**src/rtl/doorlock_pkg.sv**
```systemverilog
// Shared door-lock definitions: verifier handshake codes, keypad codes and the
// internal phases of the keypad front end.
package doorlock_pkg;

    localparam logic [1:0] ST_IDLE   = 2'b00;
    localparam logic [1:0] ST_VERIFY = 2'b01;
    localparam logic [1:0] ST_OPEN   = 2'b10;
    localparam logic [1:0] ST_CHANGE = 2'b11;

    localparam logic [3:0] KEY_ENTER  = 4'hA;
    localparam logic [3:0] KEY_CHANGE = 4'hB;
    localparam logic [3:0] KEY_CLEAR  = 4'hC;

    localparam logic [15:0] DEFAULT_PW = 16'h1234;
    localparam int          PW_DIGITS  = 4;

    typedef enum logic [2:0] {
        S_ENTRY,
        S_VER1,
        S_VER2,
        S_OPEN,
        S_CHG_ENTRY,
        S_COMMIT,
        S_LOCK
    } entry_state_t;

    // Several internal phases share one code on the verifier link.
    function automatic logic [1:0] state_code(input entry_state_t s);
        case (s)
            S_VER1, S_VER2:        return ST_VERIFY;
            S_OPEN, S_CHG_ENTRY:   return ST_OPEN;
            S_COMMIT:              return ST_CHANGE;
            default:               return ST_IDLE;
        endcase
    endfunction

    function automatic logic is_digit(input logic [3:0] k);
        return k <= 4'd9;
    endfunction

endpackage

```
**src/rtl/pw_digit_buf.sv**
```systemverilog
// Four-digit BCD entry buffer: shifts digits in from the right, counts them
// and drops anything typed once it is full.
module pw_digit_buf
    import doorlock_pkg::*;
(
    input  logic        clk,
    input  logic        reset_n,
    input  logic        shift_en,
    input  logic [3:0]  digit,
    input  logic        clear,
    output logic [15:0] buf_word,
    output logic [2:0]  digit_cnt,
    output logic        full
);

    localparam logic [2:0] CNT_MAX = 3'(PW_DIGITS);

    logic [15:0] word_reg;
    logic [2:0]  cnt_reg;

    always_ff @(posedge clk or negedge reset_n) begin
        if (!reset_n) begin
            word_reg <= '0;
            cnt_reg  <= '0;
        end else if (clear) begin
            word_reg <= '0;
            cnt_reg  <= '0;
        end else if (shift_en && (cnt_reg < CNT_MAX)) begin
            word_reg <= {word_reg[11:0], digit};
            cnt_reg  <= cnt_reg + 3'd1;
        end
    end

    assign buf_word  = word_reg;
    assign digit_cnt = cnt_reg;
    assign full      = (cnt_reg == CNT_MAX);

endmodule

```
**src/rtl/pw_entry_ctrl.sv**
```systemverilog
// Keypad front end of the door lock: digit collection, verify handshake with
// password_verifier, door-open timing, password change and failure lockout.
module pw_entry_ctrl
    import doorlock_pkg::*;
#(
    parameter int unsigned OPEN_CYCLES = 50_000_000,
    parameter int unsigned LOCK_CYCLES = 250_000_000,
    parameter int unsigned MAX_FAIL    = 3
) (
    input  logic        clk,
    input  logic        reset_n,
    input  logic        key_valid,
    input  logic [3:0]  key_code,
    input  logic        pw_valid_in,
    output logic [16:0] pwsin,
    output logic [1:0]  current_state,
    output logic        door_open,
    output logic        lockout,
    output logic [2:0]  digit_cnt
);

    localparam int              FAIL_W     = $clog2(MAX_FAIL + 1);
    localparam logic [FAIL_W-1:0] FAIL_LIMIT = FAIL_W'(MAX_FAIL);
    localparam logic [31:0]     OPEN_LOAD  = 32'(OPEN_CYCLES - 1);
    localparam logic [31:0]     LOCK_LOAD  = 32'(LOCK_CYCLES - 1);

    entry_state_t      state_reg, state_next;
    logic [31:0]       timer_reg, timer_next;
    logic [FAIL_W-1:0] fail_cnt_reg, fail_cnt_next, fail_inc;

    logic        key_digit, key_enter, key_change, key_clear;
    logic        shift_en, buf_clear, buf_full;
    logic [15:0] buf_word;

    assign key_digit  = key_valid && is_digit(key_code);
    assign key_enter  = key_valid && (key_code == KEY_ENTER);
    assign key_change = key_valid && (key_code == KEY_CHANGE);
    assign key_clear  = key_valid && (key_code == KEY_CLEAR);

    assign fail_inc = (fail_cnt_reg == FAIL_LIMIT) ? FAIL_LIMIT : fail_cnt_reg + 1'b1;

    pw_digit_buf u_digit_buf (
        .clk       (clk),
        .reset_n   (reset_n),
        .shift_en  (shift_en),
        .digit     (key_code),
        .clear     (buf_clear),
        .buf_word  (buf_word),
        .digit_cnt (digit_cnt),
        .full      (buf_full)
    );

    always_ff @(posedge clk or negedge reset_n) begin
        if (!reset_n) begin
            state_reg    <= S_ENTRY;
            timer_reg    <= '0;
            fail_cnt_reg <= '0;
        end else begin
            state_reg    <= state_next;
            timer_reg    <= timer_next;
            fail_cnt_reg <= fail_cnt_next;
        end
    end

    always_comb begin
        state_next    = state_reg;
        timer_next    = timer_reg;
        fail_cnt_next = fail_cnt_reg;
        shift_en      = 1'b0;
        buf_clear     = 1'b0;
        case (state_reg)
            S_ENTRY: begin
                shift_en = key_digit;
                if (key_clear) begin
                    buf_clear = 1'b1;
                end else if (key_enter) begin
                    if (buf_full) state_next = S_VER1;
                    else          buf_clear  = 1'b1;
                end
            end
            S_VER1: state_next = S_VER2;
            S_VER2: begin
                // pw_valid_in was registered by the verifier at the end of VER1.
                buf_clear = 1'b1;
                if (pw_valid_in) begin
                    state_next    = S_OPEN;
                    timer_next    = OPEN_LOAD;
                    fail_cnt_next = '0;
                end else begin
                    fail_cnt_next = fail_inc;
                    if (fail_inc == FAIL_LIMIT) begin
                        state_next = S_LOCK;
                        timer_next = LOCK_LOAD;
                    end else begin
                        state_next = S_ENTRY;
                    end
                end
            end
            S_OPEN: begin
                // CHANGE takes priority over a simultaneous timer expiry.
                if (key_change)               state_next = S_CHG_ENTRY;
                else if (timer_reg == 32'd0)  state_next = S_ENTRY;
                else                          timer_next = timer_reg - 32'd1;
            end
            S_CHG_ENTRY: begin
                shift_en = key_digit;
                if (key_clear) begin
                    buf_clear = 1'b1;
                end else if (key_enter) begin
                    if (buf_full) state_next = S_COMMIT;
                    else          buf_clear  = 1'b1;
                end else if (key_change) begin
                    state_next = S_OPEN;
                    buf_clear  = 1'b1;
                    timer_next = OPEN_LOAD;
                end
            end
            S_COMMIT: begin
                state_next = S_ENTRY;
                buf_clear  = 1'b1;
            end
            S_LOCK: begin
                if (timer_reg == 32'd0) begin
                    state_next    = S_ENTRY;
                    fail_cnt_next = '0;
                end else begin
                    timer_next = timer_reg - 32'd1;
                end
            end
            default: state_next = S_ENTRY;
        endcase
    end

    assign pwsin         = {buf_full, buf_word};
    assign current_state = state_code(state_reg);
    assign door_open     = (state_reg == S_OPEN) || (state_reg == S_CHG_ENTRY) ||
                           (state_reg == S_COMMIT);
    assign lockout       = (state_reg == S_LOCK);

endmodule

```
**config.mk**
```make
export PLATFORM = sky130hd
export DESIGN_NAME = pw_entry_ctrl
export DESIGN_NICKNAME = d
export VERILOG_FILES = /design/src/rtl/doorlock_pkg.sv /design/src/rtl/pw_digit_buf.sv /design/src/rtl/pw_entry_ctrl.sv
export SDC_FILE = /design/constraint.sdc
export NUM_CORES = 1
export LEC_CHECK = 0
export BUFFER_PORTS_ARGS = -buffer_cell sky130_fd_sc_hd__buf_4
export CORE_ASPECT_RATIO = 0.7
export CORE_MARGIN = 1.5
export CORE_UTILIZATION = 53
export DETAILED_ROUTE_END_ITERATION = 12
export GPL_TIMING_DRIVEN = 0
export PLACE_DENSITY_LB_ADDON = 0.15
export SLEW_MARGIN = 20
export SYNTH_ARGS = -nofsm -noshare
export SYNTH_HDL_FRONTEND = slang
export SYNTH_SLANG_ARGS = --single-unit
```
**constraint.sdc**
```tcl
create_clock -name clk -period 2.7 [get_ports clk]
set_input_delay 0.54 -clock clk [delete_from_list [all_inputs] [get_ports clk]]
set_output_delay 0.54 -clock clk [all_outputs]
set_load 0.005 [all_outputs]
```
### Word-level counts from Yosys, hierarchy flattened

Index checks and enable logic that the tools add are counted.

| word-level totals | value |
|---|---|
| register bits after elaboration | 56 |
| output and inout bits | 24 |
| input port bits | 8 |
| word-level logic and storage cells | 89 |

| operators by class | value |
|---|---|
| order comparisons | 2 |
| mux-type cells | 37 |
| reduce and logical (&&, ||, !) cells | 19 |
| equal/unequal tests | 23 |
| $add $sub $neg | 3 |

Operator list:

| operator | count |
|---|---|
| $mux 32 | 7 |
| $pmux 32 s4 | 1 |
| $mux 3 | 13 |
| $logic_not 32->1 | 1 |
| $mux 16 | 2 |
| $sub 32x1->32 const B | 1 |
| $pmux 3 s6 | 1 |
| $ne 2x2->1 const B | 7 |
| $eq 3x3->1 const B | 4 |
| $eq 4x4->1 const B | 3 |
| $reduce_and 6->1 | 2 |
| $ne 3x3->1 const B | 3 |
| $reduce_or 2->1 | 4 |
| $mux 1 | 7 |
| $eq 3x2->1 const B | 2 |
| $mux 2 | 3 |
| $pmux 2 s3 | 1 |
| $logic_and 1x1->1 | 5 |
| $eq 2x2->1 const B | 2 |
| $le 4x4->1 const B | 1 |
| $pmux 2 s2 | 1 |
| $reduce_bool 2->1 | 2 |
| $reduce_bool 4->1 | 1 |
| $add 3x1->3 const B | 1 |
| 8 further kinds | 9 |

### Depth between registers and ports, before layout

Gate-level depths: netlist of run 1.

| logic depth | value |
|---|---|
| depth after elaboration | 7 |
| depth in mapped cells | 10 |
| gate-level depth less buffers | 8 |

### Modules after synthesis

From an unflattened synthesis of run 1, not the netlist that was laid out.

| second synthesis, totals | value |
|---|---|
| cells, all modules | 380 |
| area, all modules | 3532.1 um2 |

By module, submodules not included:

| module | area an instance (um2) | cells each | sequential area each (um2) | times used |
|---|---|---|---|---|
| pw_entry_ctrl | 2625.0 | 306 | 925.9 | 1 |
| pw_digit_buf | 907.1 | 74 | 475.5 | 1 |

### Worst setup path after synthesis of run 1

Ideal clock, no wire load.

| timing path | value |
|---|---|
| path kind | register to register |
| start | register timer_reg[19] |
| end | register timer_reg[12] |
| clock period less this slack | 2569 ps |
| data required time | 2579 ps |
| path buffers | 3 |
| setup slack | 131 ps |
| setup time | 121 ps |
| data arrival time | 2448 ps |
| stages on the path, launching flop included | 10 |
| cells stage by stage | dfrtp_1 > or4_1 > buf_2 > or4_4 > nor4b_4 > buf_4 > nor2_2 > buf_6 > a21oi_2 > o21ai_1 |

| on the way | value |
|---|---|
| word-level cells in the longest chain between the ends | 4 |

Ends and longest elaborated chain:

| item | line | text |
|---|---|---|
| start, declared | pw_entry_ctrl.sv:28 | `logic [31:0] timer_reg, timer_next;` |
| start signal, assigned | pw_entry_ctrl.sv:60 | `timer_reg <= timer_next;` |
| $logic_not 32->1 (*) | pw_entry_ctrl.sv:102, pw_entry_ctrl.sv:123 |  |
| $mux 32 (*) | - |  |
| $mux 32 | - |  |
| $pmux 32 s4 (*) | - |  |

Mark *: on every way between the ends. The rest lies on a longest branch, timed or not. The select of a mux whose other input is x is not followed.
A chain may end at the register's enable or synchronous reset.

### Final worst setup path of run 1

| timing path | value |
|---|---|
| start | register timer_reg[19] |
| end | register state_reg[1] |

| on the way | value |
|---|---|
| word-level cells in the longest chain between the ends | 4 |

Ends and longest elaborated chain:

| item | line | text |
|---|---|---|
| $logic_not 32->1 (*) | pw_entry_ctrl.sv:102, pw_entry_ctrl.sv:123 |  |
| $mux 3 (*) | - |  |
| $mux 3 | - |  |
| $pmux 3 s6 (*) | - |  |
| end signal, assigned | pw_entry_ctrl.sv:59 | `state_reg <= state_next;` |
| end, declared | pw_entry_ctrl.sv:27 | `entry_state_t state_reg, state_next;` |

Mark *: on every way between the ends. The rest lies on a longest branch, timed or not.

==> results of run 1 <==
==> worst register-to-register path: cells and delay by family, from the launching register on <==
| family | cells | cell delay (ns) |
|---|---|---|
| flip-flops | 1 | 0.40 |
| AND/OR/NAND/NOR | 4 | 1.50 |
| buffers and inverters | 2 | 0.33 |
| AO/OA/AOI/OAI | 2 | 0.38 |
==> final timing paths <==
check	slack [ns]	end	cells after the start
min in group clk	0.51	u_digit_buf.buf_word[0]	3
worst max-delay path	-0.003	state_reg[1]	8
worst min-delay path	0.25	timer_reg[5]	1
max in group asynchronous	1.98	u_digit_buf.buf_word[2]	1
worst max register to register	-0.003	state_reg[1]	8
worst min register to register	0.51	timer_reg[18]	2
==> cells in the final DEF, fill, tap and decap left out, types with 10 or more instances in the layout <==
master / instances
xnor2_1: 21
clkbuf_1: 14
buf_4: 37
nor3_1: 18
a21oi_1: 26
o21ai_0: 20
dfrtp_1: 56
nand2_1: 59
nor4_1: 13
nor2_1: 37
inv_1: 10
==> power by group through the flow <==
| stage | clock (W) | combinational, W | sequential, W |
|---|---|---|---|
| finish | 0.000580 | 0.00122 | 0.00115 |
| global placement | 0 | 0.00112 | 0.00115 |
| floorplan | 0 | 0.000714 | 0.00114 |
| global route | 0.000618 | 0.00135 | 0.00117 |
| detailed placement | 0 | 0.00114 | 0.00116 |
| CTS | 0.000588 | 0.00117 | 0.00114 |
==> cells by family after synthesis <==
kind of cell,count (synthesis)
compound gates,68
xor+xnor,21
fa+ha+maj,4
buf+inv,31
flops,56
mux,5
simple gates,171
==> cell type report <==
type | count | area [µm²] | area share (%)
clock inverter | 3 | 46.3 | 1.26
sequential | 56 | 1400 | 38.0
timing repair buffer | 40 | 329 | 8.92
clock buffer | 5 | 68.8 | 1.87
inverter | 10 | 37.5 | 1.02
tap | 75 | 93.8 | 2.54
buffer | 21 | 121 | 3.29
multi-input combinational | 269 | 1590 | 43.1
==> metal layers <==
layer / vias up / GRT usage [%]
met1: 1315 / 39.8
li1: 1334 / -
met4: 0 / 5.97
met2: 96 / 34.8
met3: 10 / 5.71
met5: - / 0
==> through the flow <==
step	hold WS [ns]	instance area [µm²]
floorplan	0.244	3100
global placement	0.481	3420
detailed placement	0.488	3430
CTS	0.291	3570
global route	0.326	3690
finish	0.253	3690
==> repair_timing <==
action / 4_1_cts / 5_1_grt
pin swaps: 3 / 1
gates cloned: 0 / 2
resized for setup: 3 / 11
buffers inserted: 2 / 4
setup endpoints to repair: 32 / 38
==> flow_summary.yaml, run 1 <==
outcome:
  outcome: "finished with violations"
  violations: "setup timing"
logic_synthesis:
  ys.flop_type: "dfrtp_1"
  synth_cell_type_count: 49
  ys_warn_count: 0
  synth-seq-cells: 56
  synth.area.top_cells: "dfrtp_1 45%, nand2_1 7.2%, xnor2_1 5.9%, nor2_1 4.5%, a21oi_1 4.4%"
  synth_top_area_share_pct: 45.3
  synth-simple-area-share_pct: 28.0
  synth_common_cells: "59 x nand2_1, 56 x dfrtp_1, 37 x nor2_1"
  syn_nets: 368
  ys_seq_area_share_pct: 45.3
  synthMuxAreaShare_pct: 1.66
  syn-instance-count: 356
  yosysMostFrequentCell: "nand2_1"
  async_flop_share_pct: 100
  yosys.area.top_type: "dfrtp_1"
  syn-cell-area_um2: 3100
  synth_compound_area_share_pct: 13.1
  synth.avg_cell_area_um2: 8.70
  synth-edff-count: 0
  synth_top_family_by_area: "simple AND/OR/NAND/NOR gates"
  synth-xor-area-share_pct: 5.94
  synth_fa_ha_area_share_pct: 1.62
power:
  power.total_w: 0.00294
  combPwrFrac_pct: 41.4
  p_clk_share_pct: 19.7
  p_leak_nw: 1.57
  power.switching_w: 0.00118
  ir_drop_mv: 0.374
  power_frac_seq_pct: 38.9
  powerDensity_nw_per_um2: 798
  intPower_w: 0.00177
  netSwitchingFraction_pct: 40.0
floorplanning:
  coreArea_um2: 5670
  die_area_um2: 6320
  die_w_um: 94.4
  fp-row-count: 23
  io_pins: 32
  initial_core_util_pct: 54.6
  die_h_um: 67.0
clocking:
  cts_tree: "yes"
  cts-buffers-inserted: 5
  cts-root-buf: "clkbuf_8"
  cts_num_sinks: 56
  cts_buffer_depth: 2
  h-tree-depth: 2
  clk_latency_ns: 0.32
  hold_buffers: 0
  clkTransAtPathRegs_ns: 0.11
critical_path:
  cp_data_required_time_ns: 2.91
  critPathTopFamily: "simple AND/OR/NAND/NOR gates"
  startpoint: "timer_reg[19]"
  setup.worst_path.end_class: "flip-flop"
  cpPeakStageDelay_ns: 0.54
  slowest_stage: "or4_4"
  worstPathMaxFanout: 7
  critPathBufInv: 2
  worstPathCellList: "or4_4, buf_6, or4_4, nor4b_4, buf_6, or2_4, a21oi_2, a211o_1"
  r2r_start: "timer_reg[19]"
  start_kind: "flip-flop"
  crit_arrival_ns: 2.91
  path_class: "reg2reg"
sta:
  finalClockSkew_ns: 0.00843
  fin_ws_ns: -0.00255
  tns_ns: -0.00255
  fin_crit_sh_pct: 100
  rsz0062_at_grt: "yes"
  finalCriticalPeriod_ns: 2.70
  setup_viol: 1
  finalHoldViolations: 0
  worst_pin_slew_ns: 0.890
  max_slew_margin_pct: 40.1
  final_max_slew_viol_count: 0
  fmax_mhz: 370
finish:
  antennaDiodeCount: 0
  areaGrowthSynthToFinish_pct: 19.1
  fillCellCount: 484
  postLayoutCoreUtil_pct: 65.1
  stdcell_count: 479
  nets: 415
  drive_gt1_share_pct: 17.3
  largest_reg_flops: 32
drt:
  m1WireLength_mm: 4.02
  wl_per_cell_um: 16.3
  viasPerCell: 5.75
  route.antenna.remaining_nets: 0
  num_vias: 2755
  drc: 0
  drt_pass1_iterations: 6
  route.met2.wl_mm: 3.19
  top_layer: "met4"
  routed_wl_mm: 7.82
  first_iter_violations: 208
  wl_met3_um: 526
grt:
  first_global_vias: 2428
  grt_usage_pct: 25.5
  overflow: 0
  antenna_found_initial: 0
  grt_max_degree: 57
  grt_first_pass_wirelength_mm: 12.2
place:
  portBuffers: 31
  dpl.hpwl_mm: 5.41
  dp_cells: 463
  place_congestion: 0.815
  pre_cts_ws_ns: -0.207
job:
  cap_violations: 0
min_path:
  hold_path_class: "in2async"
Power figures use the tool's default switching activity.
==> run 2, diff against run 1 <==
CELL_PAD_IN_SITES_DETAIL_PLACEMENT = 0   (was unset)
CELL_PAD_IN_SITES_GLOBAL_PLACEMENT = 2   (was unset)
CORE_UTILIZATION = 32   (was 53)
==> run 2 against run 1 <==
  * The flow now finishes without violations
  * Non-clock buffer count grew 3
  * Clock power increased by 17%
  * Largest cell class unchanged
  * Critical path depth unchanged
  * First-iteration DRC count grew 6.7%
  * Register-to-register slack improved by 0.06 ns
  * Critical path type unchanged
  * Routed wire length rose by 15%
  * Sequential share of layout area is 1.3 points lower
  * Final cell count increased by 11%
  * Worst hold slack gained 0.060 ns
  * Clock skew increased by 0.00073 ns
  * Power grew 4.6%
==> flow_summary.yaml, run 2 (synthesis results as in run 1) <==
sta:
  fin_crit_sh_pct: 97.7
  max_slew_margin_pct: 48.3
  holdWs_ns: 0.312
  finalClockSkew_ns: 0.00916
  worst_pin_slew_ns: 0.770
  finalCriticalPeriod_ns: 2.64
  rsz0062_at_grt: "yes"
  setup_viol: 0
  final_max_slew_viol_count: 0
  finalHoldViolations: 0
  fmax_mhz: 379
floorplanning:
  die_h_um: 85.3
  io_pins: 32
  die_w_um: 121
  coreArea_um2: 9220
  initial_core_util_pct: 33.6
  die_area_um2: 10300
  fp-row-count: 29
critical_path:
  r2r_start: "timer_reg[21]"
  slowest_stage: "or4_4"
  start_kind: "flip-flop"
  cp_data_required_time_ns: 2.88
  cpPeakStageDelay_ns: 0.52
  path_class: "reg2reg"
  setup.worst_path.end_class: "flip-flop"
  worstPathCellList: "or4_4, buf_6, or4_4, nor4b_4, buf_6, or2_4, a21oi_1, a211o_1"
  startpoint: "timer_reg[21]"
  crit_arrival_ns: 2.82
  worstPathMaxFanout: 6
place:
  portBuffers: 31
  place_congestion: 0.795
  placed_cell_area_um2: 3490
  dpl.hpwl_mm: 6.19
clocking:
  cts_tree: "yes"
  clkTransAtPathRegs_ns: 0.07
  cts_num_sinks: 56
  cts-buffers-inserted: 5
  hold_buffers: 0
  cts-root-buf: "clkbuf_16"
  h-tree-depth: 2
  cts_buffer_depth: 2
  clk_latency_ns: 0.30
power:
  powerDensity_nw_per_um2: 806
  combPwrFrac_pct: 40.9
  p_leak_nw: 1.61
  p_clk_share_pct: 22.0
  netSwitchingFraction_pct: 39.3
  ir_drop_mv: 0.267
  intPower_w: 0.00187
  power_frac_seq_pct: 37.1
  power.switching_w: 0.00121
  power.total_w: 0.00308
finish:
  final_cell_mix: "59 x nand2_1, 56 x dfrtp_1, 41 x buf_4"
  nets: 418
  design_area_um2: 3820
  drive_gt1_share_pct: 18.2
  mostFrequentLayoutCell: "nand2_1"
  largest_reg_flops: 32
  antennaDiodeCount: 0
  areaGrowthSynthToFinish_pct: 23.4
  postLayoutCoreUtil_pct: 41.5
drt:
  viasPerCell: 5.09
  routed_wl_mm: 8.96
  wl_per_cell_um: 16.9
  drt_pass1_iterations: 4
  first_iter_violations: 222
  num_vias: 2704
  drc: 0
  route.antenna.remaining_nets: 0
grt:
  antenna_found_initial: 0
  grt_first_pass_wirelength_mm: 14.5
  first_global_vias: 2553
  overflow: 0
  grt_max_degree: 57
  grt_usage_pct: 18.2
job:
  cap_violations: 0
outcome:
  outcome: "completed"
min_path:
  hold_path_class: "in2async"
## run 2: changes by cell type in the layout (fill, tap and decap cells not counted), sizes merged
cell / before / now
bufinv: 1 / 0
clkbuf: 20 / 23
buf: 46 / 49
clkinvlp: 1 / 0
inv: 11 / 10
## run 2: final timing paths
| kind | endpoint | slack, ns | depth (start not counted) |
|---|---|---|---|
| max in group asynchronous | u_digit_buf.buf_word[5] | 1.89 | 1 |
| setup / recovery | state_reg[1] | 0.06 | 8 |
| hold / removal | timer_reg[30] | 0.31 | 1 |
| setup reg to reg | state_reg[1] | 0.06 | 8 |
| hold reg to reg | timer_reg[18] | 0.52 | 2 |
| min in group clk | u_digit_buf.buf_word[3] | 0.51 | 3 |
## run 2: what timing repair did
action                                  4_1_cts  5_1_grt
cloned                                        1        2
endpoints found under the setup margin       34       40
pin swaps                                     3        3
buffers inserted                              3        6
endpoints found under the hold margin         0        0
gates resized for setup                       3       20
## run 2: power groups by stage
stage	sequential (W)	clock, W	combinational (W)
floorplan	0.00114	0	0.000714
global placement	0.00116	0	0.00118
detailed placement	0.00116	0	0.00119
CTS	0.00114	0.000700	0.00122
global route	0.00117	0.000736	0.00141
finish	0.00114	0.000679	0.00126
## run 2: worst max-delay path: cells and delay by family, from the launching register on
family / cells / cell delay [ns]
AOI/OAI and AO/OA: 2 / 0.38
buffers and inverters: 2 / 0.30
DFF: 1 / 0.41
and+or+nand+nor: 4 / 1.42
## run 2: per-layer routing
layer  GRT usage, %  part of all wire [%]  wire, µm
met1           30.3                    57      5060
met2           23.6                    39      3450
met3           3.49                   4.4       397
met4           3.21                  0.49        44
met5              0                     0         0
## run 2: per-stage QoR
| step | setup TNS, ns | cells | worst slack, ns |
|---|---|---|---|
| final | 0 | 531 | 0.0621 |
| after global routing | -0.0275 | 531 | -0.0109 |
| after CTS | 0 | 523 | 0.00292 |
| after detailed placement | -4.29 | 511 | -0.152 |
| after global placement | -8.30 | 511 | -0.547 |
| after floorplan | 0 | 356 | 0.131 |
## run 2: cell type report
cell class                      count  area (µm²)
Clock buffer                        8         146
Multi-Input combinational cell    269        1610
Sequential cell                    56        1400
Fill cell                         986        5390
Tap cell                          124         155
Inverter                           10        37.5
Buffer                             21         123
Timing Repair Buffer               43         345
==> run 3, diff against run 2 <==
ABC_AREA = 1   (was unset)
CORE_UTILIZATION = 30   (was 32)
==> run 3 against run 2 <==
  * Maximum frequency up 20%
  * Sequential share of layout area shrank 2.5 points
  * Design area increased by 7.4%
  * Combinational power is 3% lower
  * Count of clock-buffer cells in the layout down 3
  * Non-clock buffer count decreased by 20
  * Sequential cell count stayed put
  * Worst setup slack improved by 0.43 ns
  * Critical path type unchanged
  * Largest power group is now sequential cells
  * Highest routed layer unchanged
==> flow_summary.yaml, run 3 <==
critical_path:
  crit_arrival_ns: 2.40
  slowest_stage: "dfrtp_1"
  start_kind: "flip-flop"
  cpPeakStageDelay_ns: 0.42
  worstPathCellList: "inv_1, ha_1, inv_1, nor2_1, nand2_1, nor2_1, nand2_2, nor2_4, nand2_2, nand2_4, inv_4, buf_6, o21ai_2, nand2_1"
  critPathTopFamily: "simple AND/OR/NAND/NOR gates"
  critPathBufInv: 4
  worstPathMaxFanout: 10
  path_class: "reg2reg"
  r2r_setup_slack_ns: 0.49
  setup.worst_path.end_class: "flip-flop"
  cp_data_required_time_ns: 2.90
clocking:
  cts_tree: "yes"
  h-tree-depth: 2
  clk_latency_ns: 0.31
  cts-buffers-inserted: 5
  cts_resized: 0
  cts_setup_buffers: 0
  clkTransAtPathRegs_ns: 0.08
  cts_num_sinks: 56
  hold_buffers: 0
  cts_buffer_depth: 2
  cts-root-buf: "clkbuf_16"
sta:
  worst_pin_slew_ns: 0.776
  holdWs_ns: 0.293
  tns_ns: 0
  finalClockSkew_ns: 0.00371
  fmax_mhz: 453
  fin_crit_sh_pct: 81.7
  max_slew_margin_pct: 48.3
  setup_viol: 0
  rsz0062_at_grt: "no"
  finalHoldViolations: 0
  final_max_slew_viol_count: 0
  finalCriticalPeriod_ns: 2.21
grt:
  grt_usage_pct: 18.4
  antenna_found_initial: 0
  grt_first_pass_wirelength_mm: 17.5
  overflow: 0
  grt_max_degree: 57
  first_global_vias: 3242
drt:
  routed_wl_mm: 10.6
  route.antenna.remaining_nets: 0
  num_vias: 3354
  drt_pass1_iterations: 4
  wl_per_cell_um: 14.9
  first_iter_violations: 223
  drc: 0
  viasPerCell: 4.72
logic_synthesis:
  async_flop_share_pct: 100
  synth_cell_type_count: 29
  synth_top_area_share_pct: 39.7
  synth.area.top_cells: "dfrtp_1 40%, nand2_1 18%, nor2_1 9.0%, nand3_1 7.5%, o21ai_0 4.5%"
  syn-instance-count: 519
  ys_seq_area_share_pct: 39.7
  ys.flop_type: "dfrtp_1"
  yosys.area.top_type: "dfrtp_1"
  yosysMostFrequentCell: "nand2_1"
  synth-edff-count: 0
  synth.avg_cell_area_um2: 6.80
  ys_warn_count: 0
  syn-cell-area_um2: 3530
  syn_nets: 531
  synth-seq-cells: 56
  synth_common_cells: "169 x nand2_1, 85 x nor2_1, 56 x dfrtp_1"
finish:
  mostFrequentLayoutCell: "nand2_1"
  areaGrowthSynthToFinish_pct: 16.4
  drive_gt1_share_pct: 12.7
  postLayoutCoreUtil_pct: 36.5
  antennaDiodeCount: 0
  final_cell_mix: "169 x nand2_1, 85 x nor2_1, 56 x dfrtp_1"
  nets: 569
  largest_reg_flops: 32
floorplanning:
  die_w_um: 133
  coreArea_um2: 11300
  die_area_um2: 12400
  initial_core_util_pct: 31.4
  die_h_um: 93.7
  fp-row-count: 32
  io_pins: 32
place:
  dpl.hpwl_mm: 7.96
  place_congestion: 0.837
  portBuffers: 31
power:
  powerDensity_nw_per_um2: 833
  power.total_w: 0.00342
  p_leak_nw: 1.97
  ir_drop_mv: 0.320
outcome:
  outcome: "completed"
min_path:
  hold_path_class: "in2async"
job:
  cap_violations: 0
-- run 3: cell types whose count changed in the layout (fill, tap and decap cells not counted), moves of 17 or more --
| cell | delta |
|---|---|
| nand2_1 | +110 |
| inv_1 | +31 |
| a21oi_1 | -22 |
| nor2_1 | +48 |
| nand3_1 | +51 |
| nor3_1 | -17 |
| xnor2_1 | -20 |
-- run 3: per-stage QoR --
stage | area, µm² | std cells | setup slack (ns)
after floorplan | 3530 | 519 | 1.05
after global placement | 3950 | 703 | 0.575
after detailed placement | 3950 | 703 | 0.580
after CTS | 4110 | 711 | 0.555
after global routing | 4110 | 711 | 0.293
final | 4110 | 711 | 0.495
-- run 3: path summary, 6_finish.rpt --
| kind | start | endpoint | cells past startpoint |
|---|---|---|---|
| setup / recovery | timer_reg[0] | timer_reg[4] | 14 |
| setup reg to reg | timer_reg[0] | timer_reg[4] | 14 |
| min in group clk | key_code[0] | u_digit_buf.buf_word[0] | 3 |
| hold / removal | reset_n | u_digit_buf.buf_word[9] | 1 |
| hold reg to reg | u_digit_buf.buf_word[15] | u_digit_buf.buf_word[15] | 2 |
| max in group asynchronous | reset_n | state_reg[2] | 1 |
-- run 3: layout make-up --
cell class              instances  area [µm²]
fillers                      1234        7140
multi-input cells             403        1860
flip-flops and latches         56        1400
repair buffers                 31         233
well taps                     153         191
inverters                      47         179
clock buffers                   5         125
plain buffers                  13        90.1
clock inverters                 3        28.8
-- run 3: per-layer routing --
layer / up-vias / GRT usage [%] / part of all wire [%]
met2: 62 / 26.2 / 38
li1: 1738 / - / -
met5: - / 0 / 0
met1: 1546 / 28.7 / 57
met3: 8 / 3.02 / 3.8
met4: 0 / 3.85 / 0.78
-- run 3: power by group --
| part | total, W | internal [W] | switching, W |
|---|---|---|---|
| clock network | 0.000730 | 0.000360 | 0.000370 |
| logic | 0.00122 | 0.000521 | 0.000704 |
| registers | 0.00146 | 0.00114 | 0.000327 |
| total | 0.00342 | 0.00202 | 0.00140 |
-- run 3: cells by family after synthesis --
kind of cell	share of synthesized area, %
buffers and inverters	7.62
AND/OR/NAND/NOR	39.0
flip-flops	39.7
adder cells (fa/ha/maj)	1.42
AO/OA/AOI/OAI	9.50
XOR/XNOR	2.73
